<file path="src/rtl/timer_pulse_pkg.sv">
// timer_pulse_pkg: shared types and helpers for the multi-channel timed-pulse generator.
package timer_pulse_pkg;

    typedef enum logic {
        IDLE,
        RUN
    } chan_state_t;

    typedef enum logic {
        PERIODIC,
        ONE_SHOT
    } pulse_mode_t;

    // Channel-select width; a single channel still gets a one-bit select.
    function automatic int ch_width(input int n);
        return (n > 1) ? $clog2(n) : 1;
    endfunction

endpackage

</file>
<file path="src/rtl/timer_pulse_channel.sv">
// timer_pulse_channel: one channel with period/mode registers, counter and IDLE/RUN FSM.
module timer_pulse_channel
    import timer_pulse_pkg::*;
#(
    parameter int CNT_WIDTH      = 16,
    parameter int DEFAULT_PERIOD = 100,
    parameter int DEFAULT_MODE   = 0
) (
    input  logic                 clk,
    input  logic                 reset_n,
    input  logic                 wr,
    input  logic [CNT_WIDTH-1:0] wr_period,
    input  logic                 wr_mode,
    input  logic                 wr_start,
    input  logic                 enable,
    output logic                 pulse,
    output logic                 running,
    output logic                 done
);

    localparam pulse_mode_t RST_MODE  = (DEFAULT_MODE != 0) ? ONE_SHOT : PERIODIC;
    localparam chan_state_t RST_STATE = (RST_MODE == PERIODIC) ? RUN : IDLE;

    logic [CNT_WIDTH-1:0] period_q, period_d;
    logic [CNT_WIDTH-1:0] cnt_q, cnt_d;
    logic [CNT_WIDTH-1:0] cnt_inc;
    pulse_mode_t          mode_q, mode_d;
    chan_state_t          state_q, state_d;
    logic                 pulse_q, pulse_d;
    logic                 done_q, done_d;

    assign cnt_inc = cnt_q + CNT_WIDTH'(1);

    always_ff @(posedge clk or negedge reset_n) begin
        if (!reset_n) begin
            period_q <= CNT_WIDTH'(DEFAULT_PERIOD);
            mode_q   <= RST_MODE;
            state_q  <= RST_STATE;
            cnt_q    <= '0;
            pulse_q  <= 1'b0;
            done_q   <= 1'b0;
        end else begin
            period_q <= period_d;
            mode_q   <= mode_d;
            state_q  <= state_d;
            cnt_q    <= cnt_d;
            pulse_q  <= pulse_d;
            done_q   <= done_d;
        end
    end

    // A write always wins over a terminal count landing on the same edge.
    always_comb begin
        period_d = period_q;
        mode_d   = mode_q;
        state_d  = state_q;
        cnt_d    = cnt_q;
        pulse_d  = 1'b0;
        done_d   = done_q;
        if (wr) begin
            period_d = wr_period;
            mode_d   = pulse_mode_t'(wr_mode);
            state_d  = wr_start ? RUN : IDLE;
            cnt_d    = '0;
            done_d   = 1'b0;
        end else if (state_q == RUN && enable && period_q != '0) begin
            if (cnt_inc == period_q) begin
                cnt_d   = '0;
                pulse_d = 1'b1;
                if (mode_q == ONE_SHOT) begin
                    state_d = IDLE;
                    done_d  = 1'b1;
                end
            end else begin
                cnt_d = cnt_inc;
            end
        end
    end

    assign pulse   = pulse_q;
    assign running = (state_q == RUN);
    assign done    = done_q;

endmodule

</file>
<file path="src/rtl/timer_pulse_gen_multi.sv">
// timer_pulse_gen_multi: NUM_CHANNELS independent periodic/one-shot pulse channels
// sharing a single config write port.
module timer_pulse_gen_multi
    import timer_pulse_pkg::*;
#(
    parameter int NUM_CHANNELS   = 4,
    parameter int CNT_WIDTH      = 16,
    parameter int DEFAULT_PERIOD = 100,
    parameter int DEFAULT_MODE   = 0
) (
    input  logic                                 clk,
    input  logic                                 reset_n,
    input  logic                                 cfg_we,
    input  logic [ch_width(NUM_CHANNELS)-1:0]    cfg_ch,
    input  logic [CNT_WIDTH-1:0]                 cfg_period,
    input  logic                                 cfg_mode,
    input  logic                                 cfg_start,
    input  logic [NUM_CHANNELS-1:0]              enable,
    output logic [NUM_CHANNELS-1:0]              pulse,
    output logic [NUM_CHANNELS-1:0]              running,
    output logic [NUM_CHANNELS-1:0]              done
);

    localparam int CH_W = ch_width(NUM_CHANNELS);

    // Out-of-range selects match no channel, so such writes are dropped.
    for (genvar i = 0; i < NUM_CHANNELS; i++) begin : g_ch
        localparam logic [CH_W-1:0] IDX = CH_W'(i);
        timer_pulse_channel #(
            .CNT_WIDTH      (CNT_WIDTH),
            .DEFAULT_PERIOD (DEFAULT_PERIOD),
            .DEFAULT_MODE   (DEFAULT_MODE)
        ) u_ch (
            .clk       (clk),
            .reset_n   (reset_n),
            .wr        (cfg_we && cfg_ch == IDX),
            .wr_period (cfg_period),
            .wr_mode   (cfg_mode),
            .wr_start  (cfg_start),
            .enable    (enable[i]),
            .pulse     (pulse[i]),
            .running   (running[i]),
            .done      (done[i])
        );
    end

endmodule

</file>
<file path="config.mk">
export PLATFORM = sky130hd
export DESIGN_NAME = timer_pulse_gen_multi
export DESIGN_NICKNAME = d
export VERILOG_FILES = /design/src/rtl/timer_pulse_pkg.sv /design/src/rtl/timer_pulse_channel.sv /design/src/rtl/timer_pulse_gen_multi.sv
export SDC_FILE = /design/constraint.sdc
export NUM_CORES = 1
export LEC_CHECK = 0
export ABC_AREA = 1
export BUFFER_PORTS_ARGS = -buffer_cell sky130_fd_sc_hd__buf_4
export CORE_ASPECT_RATIO = 0.75
export CORE_MARGIN = 2
export CORE_UTILIZATION = 63
export DETAILED_ROUTE_END_ITERATION = 12
export GPL_TIMING_DRIVEN = 0
export PLACE_DENSITY = 0.81
export SYNTH_ARGS = -nofsm -noshare
export SYNTH_HDL_FRONTEND = slang
export SYNTH_SLANG_ARGS = --single-unit
</file>
<file path="constraint.sdc">
create_clock -name clk -period 2.3 [get_ports clk]
set_input_delay 0.46 -clock clk [delete_from_list [all_inputs] [get_ports clk]]
set_output_delay 0.46 -clock clk [all_outputs]
set_load 0.005 [all_outputs]
</file>
==> reports/qor.csv, run 1 <==
stage,metric,value,unit
grt,GR Util met2,50.8,%
setup_path,Worst Setup Path Type,reg -> reg,
yosys,Netlist Area Pre-Place,8850,um^2
route,number of routed nets with antenna violations,0,
yosys,Post-Syn Nets,1314,
clocking,CTS H-tree depth,4,
yosys,Ys Warns,0,
timing,Fin. Hold Viols,0,
timing,Hold Worst Slack,0.287,ns
floorplan,Initial Util,64.6,%
setup_path,R2R Setup Slk,0.05,ns
final_layout,ant diodes,0,
clocking,CTS Sinks,144,
clocking,CTS tree,built,
placement,Place WS,-0.0528,ns
final_layout,fraction of layout cells with a size suffix above 1,13.2,%
grt,global route overflow,0,
grt,global-route wire length before repair,38700,um
grt,initial antenna violation count,0,
grt,GRT met3 Usage,8.22,%
pwr,Pwr per Cell Area,749,nW/um^2
floorplan,die area,15000,um^2
final_layout,Layout Nets,1383,
timing,final period utilization,97.9,%
clocking,Clock Path Buffers,2,
yosys,ys async rst share,100,%
setup_path,WP data required,2.66,ns
yosys,register area share after synthesis,41.0,%
floorplan,core area,13700,um^2
run,maxcap violations,0,
final_layout,fillcell total,1069,
floorplan,height of the die,107,um
floorplan,# IOs,39,
timing,setup ws final,0.0488,ns
pwr,VDD IR max,601,uV
route,via/cell ratio,5.68,
timing,"Slew Viols, Final",0,
grt,largest net degree at the start of global routing,99,
min_path,Hold Crit Start,cfg_period[9],
floorplan,Std-Cell Rows,37,
clocking,clk_lat worst skew,0.43,ns
timing,# setup viols final,0,
final_layout,FF+latch area,3630,um^2
route,via count,8750,
grt,total track usage,32.9,%
yosys,Syn Inst Count,1283,
timing,clock skew,0.0113,ns
timing,max_slew headroom,54.0,%
setup_path,Crit. Startpoint,g_ch[3].u_ch.period_q[0],
placement,dpl hpwl,17100,um
route,Post-Route WL,24500,um
route,drt wl/cell,15.9,um
yosys,Post-synth EDFFs,0,
setup_path,r2r startpoint,g_ch[3].u_ch.period_q[0],
yosys,"FF+latch count, synth",144,
setup_path,Startpoint Class,flip-flop,
yosys,dominant synthesized flop cell,dfrtp_1,
final_layout,layout overhead on the synthesized area,16.2,%
yosys,Mapped Avg Cell Area,6.90,um^2
outcome,status,completed,
route,Detailed Route Iter0 Violations,993,
route,drt drc,0,
clocking,"CTS clk-pin slew, worst paths",0.06,ns
yosys,Netlist cell types,32,
placement,Port Buffer Count,38,
clocking,CTS root buffer,clkbuf_16,
min_path,hold crit path type,in -> reg,
placement,Placer Congestion,0.921,
grt,Most Crowded Layer GR,met2,
floorplan,Die Width,141,um
final_layout,multi-input logic area,4610,um^2
setup_path,Worst EP arrival,2.61,ns
grt,vias in the first global route,7945,
timing,Tmin final,2.25,ns
clocking,cts bufs inserted,17,
setup_path,crit path capture type,flip-flop,
timing,Worst Max-Slew Pin Slew,0.685,ns
route,first drt pass iteration count,7,
timing,fmax,444,MHz
setup_path,Crit Path Max Fanout,10,
grt,grt met1 use,46.7,%
pwr,Pleak,5.08,nW
-- cell type report --
type | count | share of cell area, %
clock inverter | 9 | 1.51
multi-input combinational | 953 | 44.9
inverter | 148 | 5.41
tap | 175 | 2.13
clock buffer | 23 | 4.65
sequential | 144 | 35.3
timing repair buffer | 50 | 3.91
buffer | 38 | 2.24
-- cells in the mapped netlist (5+ instances only) --
cell type  instances  area (um^2)
xor2_1             8         70.1
o21ai_0           69          345
dfstp_2           16          420
nor2_1            79          297
buf_4             13         97.6
nor3_1             6         30.0
clkbuf_1          20         75.1
nor4_1            12         75.1
nand3_1          146          731
dfrtp_1          128         3200
nand2_2           11         68.8
nand2_1          509         1910
nand3b_1          31          233
nand4_1           25          156
nor2_2            14         87.6
inv_1            146          548
a21oi_1            5         25.0
nor2_4             7         78.8
nor3_2             6         60.1
-- metrics by stage --
step	total power, mW	instance area, um^2	cells	util, %	setup TNS, ns
2_1_floorplan	4.07	8850	1283	-	0
3_3_place_gp	4.48	9350	1496	68.2	-0.0265
3_5_place_dp	4.52	9380	1497	68.5	-0.663
4_1_cts	7.52	10000	1530	73.2	0
5_1_grt	8.05	10300	1540	75.0	-0.476
6_report	7.69	10300	1540	75.0	0
-- critical path: stages, from the launching register on --
cell and delay, ns:
dfrtp_1 0.41, nor4_1 0.47, nand4_1 0.23, a31oi_2 0.43, clkbuf_1 0.43, nand2_1 0.11
nand2_1 0.10
-- registers in the layout, summed over array words and instances (netlist names) --
| name | flops |
|---|---|
| g_ch.u_ch.done | 4 |
| g_ch.u_ch.cnt_q | 64 |
| g_ch.u_ch.period_q | 64 |
| g_ch.u_ch.mode_q | 4 |
| g_ch.u_ch.pulse | 4 |
| g_ch.u_ch.running | 4 |
-- final timing paths --
kind,end,depth (start not counted)
max,g_ch[3].u_ch.cnt_q[2],6
min,g_ch[1].u_ch.period_q[9],3
max reg2reg,g_ch[3].u_ch.cnt_q[2],6
min reg2reg,g_ch[0].u_ch.period_q[2],2
max in group asynchronous,g_ch[1].u_ch.running,3
min in group asynchronous,g_ch[2].u_ch.cnt_q[6],2
-- repair_timing --
action                                  CTS  global route
setup buffers                             0            10
pin swaps                                 1             9
hold buffers                              1             0
endpoints found under the setup margin   20            67
hold endpoints to repair                 38             0
resized for setup                         2            43
gates cloned                              0             1
-- cells in the final DEF (no fill, tap or decap), drive strengths merged --
cell type,netlist,routed
o21bai,3,3
nand3,149,149
a31oi,2,2
nor3,14,14
nor2,100,101
nand3b,31,31
ha,4,4
clkinv,2,6
and2,2,2
a21oi,5,5
inv,146,146
xnor3,3,3
dlygate4sd3,0,1
nand2,520,520
clkbuf,20,42
or2,1,1
xnor2,4,4
xor2,8,8
o21ai,69,69
buf,19,68
nand4,25,25
dfstp,16,16
dfrtp,128,128
nor4,12,12
bufinv,0,4
clkinvlp,0,1
-- cell families after synthesis --
group	Yosys count	share of synthesized area [%]
buf+inv	187	8.85
compound gates	79	4.58
fa+ha+maj	4	0.566
simple gates	854	43.0
xor+xnor	15	1.99
flops	144	41.0
-- where the power goes --
group          switching, mW  leakage, nW  internal, mW
clock network           1.10        0.307          1.90
registers              0.327         1.85          2.87
logic                  0.896         2.92         0.601
-- metal layers --
metal	routed length [um]	vias to the layer above
li1	-	4225
met1	10600	4045
met2	11000	433
met3	2370	47
met4	460	0
met5	0	-
Note: power is estimated with default switching activity, not from simulation.
==> inputs of run 2 (changes only) <==
--- a/config.mk
+++ b/config.mk
@@ -9,10 +9,11 @@
 export BUFFER_PORTS_ARGS = -buffer_cell sky130_fd_sc_hd__buf_4
 export CORE_ASPECT_RATIO = 0.75
 export CORE_MARGIN = 2
-export CORE_UTILIZATION = 63
+export CORE_UTILIZATION = 57
 export DETAILED_ROUTE_END_ITERATION = 12
 export GPL_TIMING_DRIVEN = 0
-export PLACE_DENSITY = 0.81
+export PLACE_DENSITY = 0.78
+export REMOVE_ABC_BUFFERS = 1
 export SYNTH_ARGS = -nofsm -noshare
 export SYNTH_HDL_FRONTEND = slang
 export SYNTH_SLANG_ARGS = --single-unit
==> constraint.sdc (replaced) <==
create_clock -name clk -period 1.9 [get_ports clk]
set_input_delay 0.38 -clock clk [delete_from_list [all_inputs] [get_ports clk]]
set_output_delay 0.38 -clock clk [all_outputs]
set_load 0.005 [all_outputs]
==> reports/qor.csv, run 2 (synthesized netlist as in run 1, its figures left out) <==
stage,metric,value,unit,change
outcome,status,finished with violations,,was completed
outcome,failing checks,setup timing,,
timing,Tmin final,2.15,ns,was 2.25 ns
pwr,Pleak,5.24,nW,was 5.08 nW
grt,total track usage,31.8,%,was 32.9%
route,Post-Route WL,26200,um,was 24500 um
route,drt drc,0,,unchanged
floorplan,Initial Util,58.1,%,was 64.6%
final_layout,most frequent cells in the layout,"482 x nand2_1, 138 x inv_1, 103 x dfrtp_1, 94 x nand3_1, 71 x buf_4",,"was 507 x nand2_1, 145 x nand3_1, 145 x inv_1, 124 x dfrtp_1, 74 x nor2_1"
grt,largest net degree at the start of global routing,77,,was 99
setup_path,WP data required,2.22,ns,was 2.66 ns
clocking,CTS tree,built,,unchanged
pwr,Seq pwr share,41.0,%,was 41.5%
pwr,Switching Share,32.7,%,was 30.2%
grt,Most Crowded Layer GR,met2,,unchanged
setup_path,Crit Path Max Fanout,8,,was 10
grt,vias in the first global route,8232,,was 7945
clocking,CTS H-tree depth,4,,unchanged
grt,GR Util met2,48.3,%,was 50.8%
setup_path,Startpoint Class,flip-flop,,unchanged
clocking,cts bufs inserted,17,,unchanged
clocking,CTS root buffer,clkbuf_16,,unchanged
pwr,clock power share,36.2,%,was 39.0%
pwr,NetSw,3.13,mW,was 2.32 mW
placement,Port Buffer Count,38,,unchanged
grt,global-route wire length before repair,41500,um,was 38700 um
timing,setup TNS,-14.38,ns,was 0 ns
floorplan,core area,15200,um^2,was 13700 um^2
floorplan,die area,16500,um^2,was 15000 um^2
run,maxcap violations,0,,unchanged
final_layout,Layout Nets,1388,,was 1383
clocking,"CTS clk-pin slew, worst paths",0.06,ns,about the same
route,via count,9021,,was 8750
route,number of routed nets with antenna violations,0,,unchanged
pwr,Internal Power,6.44,mW,was 5.37 mW
timing,max_slew headroom,30.1,%,was 54.0%
timing,final period utilization,113,%,was 97.9%
final_layout,"commonest non-fill, non-tap cell in the layout",nand2_1,,unchanged
clocking,CTS Sinks,144,,unchanged
grt,initial antenna violation count,0,,unchanged
timing,# setup viols final,76,,was 0
pwr,Logic pwr share,22.8,%,was 19.4%
floorplan,# IOs,39,,unchanged
final_layout,Largest regs,"g_ch.u_ch.cnt_q x64, g_ch.u_ch.period_q x64",,unchanged
grt,global route overflow,0,,unchanged
grt,GRT met3 Usage,6.27,%,was 8.22%
timing,Worst Max-Slew Pin Slew,1.04,ns,was 0.685 ns
setup_path,Worst EP arrival,2.47,ns,was 2.61 ns
route,drt wl/cell,16.6,um,was 15.9 um
floorplan,height of the die,112,um,was 107 um
placement,Placer Congestion,0.902,,was 0.921
pwr,Pwr per Cell Area,864,nW/um^2,was 749 nW/um^2
timing,fmax,465,MHz,was 444 MHz
grt,grt met1 use,45.3,%,was 46.7%
clocking,clk_lat worst skew,0.44,ns,was 0.43 ns
timing,"Slew Viols, Final",0,,unchanged
timing,RSZ-0062 raised after global routing,true,,
setup_path,crit path capture type,flip-flop,,unchanged
timing,Fin. Hold Viols,0,,unchanged
timing,clock skew,0.00741,ns,was 0.0113 ns
final_layout,fraction of layout cells with a size suffix above 1,24.5,%,was 13.2%
pwr,VDD IR max,623,uV,was 601 uV
placement,dpl hpwl,15700,um,was 17100 um
route,Detailed Route Iter0 Violations,905,,was 993
final_layout,ant diodes,0,,unchanged
pwr,Final Power,9.57,mW,was 7.69 mW
route,via/cell ratio,5.73,,was 5.68
final_layout,Util after Layout,72.7,%,was 75.0%
setup_path,Worst Setup Path Type,reg -> reg,,unchanged
clocking,Clock Path Buffers,2,,unchanged
floorplan,Die Width,148,um,was 141 um
final_layout,fillcell total,1140,,was 1069
final_layout,layout overhead on the synthesized area,25.2,%,was 16.2%
floorplan,Std-Cell Rows,39,,was 37
route,first drt pass iteration count,6,,was 7
timing,setup ws final,-0.251,ns,was 0.0488 ns
min_path,hold crit path type,in -> reg,,unchanged
[run 2: cell types whose count changed in the layout (fill, tap and decap cells not counted), sizes merged]
cell / delta
clkinvlp: +2
nand2: +8
bufinv: -1
clkbuf: -25
inv: +1
buf: +15
nor3: +1
clkinv: +4
[run 2: layout make-up]
| class | instances | area (um^2) | area share, % |
|---|---|---|---|
| inverter | 148 | 561 | 5.06 |
| clock inverter | 15 | 169 | 1.53 |
| timing repair buffer | 84 | 711 | 6.42 |
| multi-input combinational | 962 | 5300 | 47.8 |
| clock buffer | 17 | 425 | 3.84 |
| sequential | 144 | 3650 | 33.0 |
| tap | 205 | 256 | 2.32 |
[run 2: per-stage QoR]
stage	setup WS [ns]	cells	instance area (um^2)	hold slack [ns]
CTS	-0.157	1561	10700	0.190
finish	-0.251	1575	11100	0.190
floorplan	-1.02	1244	8620	0.0844
detailed placement	-1.08	1492	9280	0.421
global route	-0.365	1575	11100	0.198
global placement	-2.24	1487	9160	0.469
[run 2: power by group through the flow]
stage / combinational, mW / clock, mW / sequential, mW
floorplan: 1.11 / 0 / 3.77
global placement: 1.51 / 0 / 3.88
detailed placement: 1.57 / 0 / 3.88
CTS: 1.98 / 3.47 / 3.89
global route: 2.40 / 3.61 / 3.96
finish: 2.18 / 3.46 / 3.93
[run 2: final timing paths]
kind	depth (start not counted)	slack [ns]	end	start
max in group asynchronous	3	0.58	g_ch[3].u_ch.running	reset_n
max	14	-0.25	g_ch[2].u_ch.cnt_q[6]	g_ch[2].u_ch.cnt_q[0]
max reg2reg	14	-0.25	g_ch[2].u_ch.cnt_q[6]	g_ch[2].u_ch.cnt_q[0]
min in group asynchronous	2	0.50	g_ch[1].u_ch.cnt_q[14]	reset_n
min	3	0.19	g_ch[1].u_ch.running	cfg_start
min reg2reg	2	0.48	g_ch[1].u_ch.cnt_q[14]	g_ch[1].u_ch.cnt_q[14]
[run 2: repair_timing]
item | 4_1_cts | 5_1_grt
gates cloned | 10 | 0
hold buffers | 1 | 0
endpoints found under the hold margin | 46 | 0
buffers inserted | 26 | 15
gates resized for setup | 141 | 70
setup endpoints to repair | 76 | 76
pin swaps | 53 | 57
[run 2: metal layers]
layer	up-vias	part of all wire, %
li1	4245	-
met1	4200	43
met2	490	45
met3	86	9.1
met4	0	3.5
met5	-	0
[run 2: worst max-delay path, cell delays in order (launching register included)]
cell and delay (ns):
dfrtp_2 0.43, ha_4 0.21, nand2_8 0.09, nor2_4 0.19, inv_2 0.06, nand2_2 0.07, nand3_2 0.06, nand2_2 0.08
nand2_1 0.05, nor2_1 0.10, nand2_1 0.09, nor2_4 0.25, nand2_4 0.19, nand3_2 0.10, nand2_1 0.05
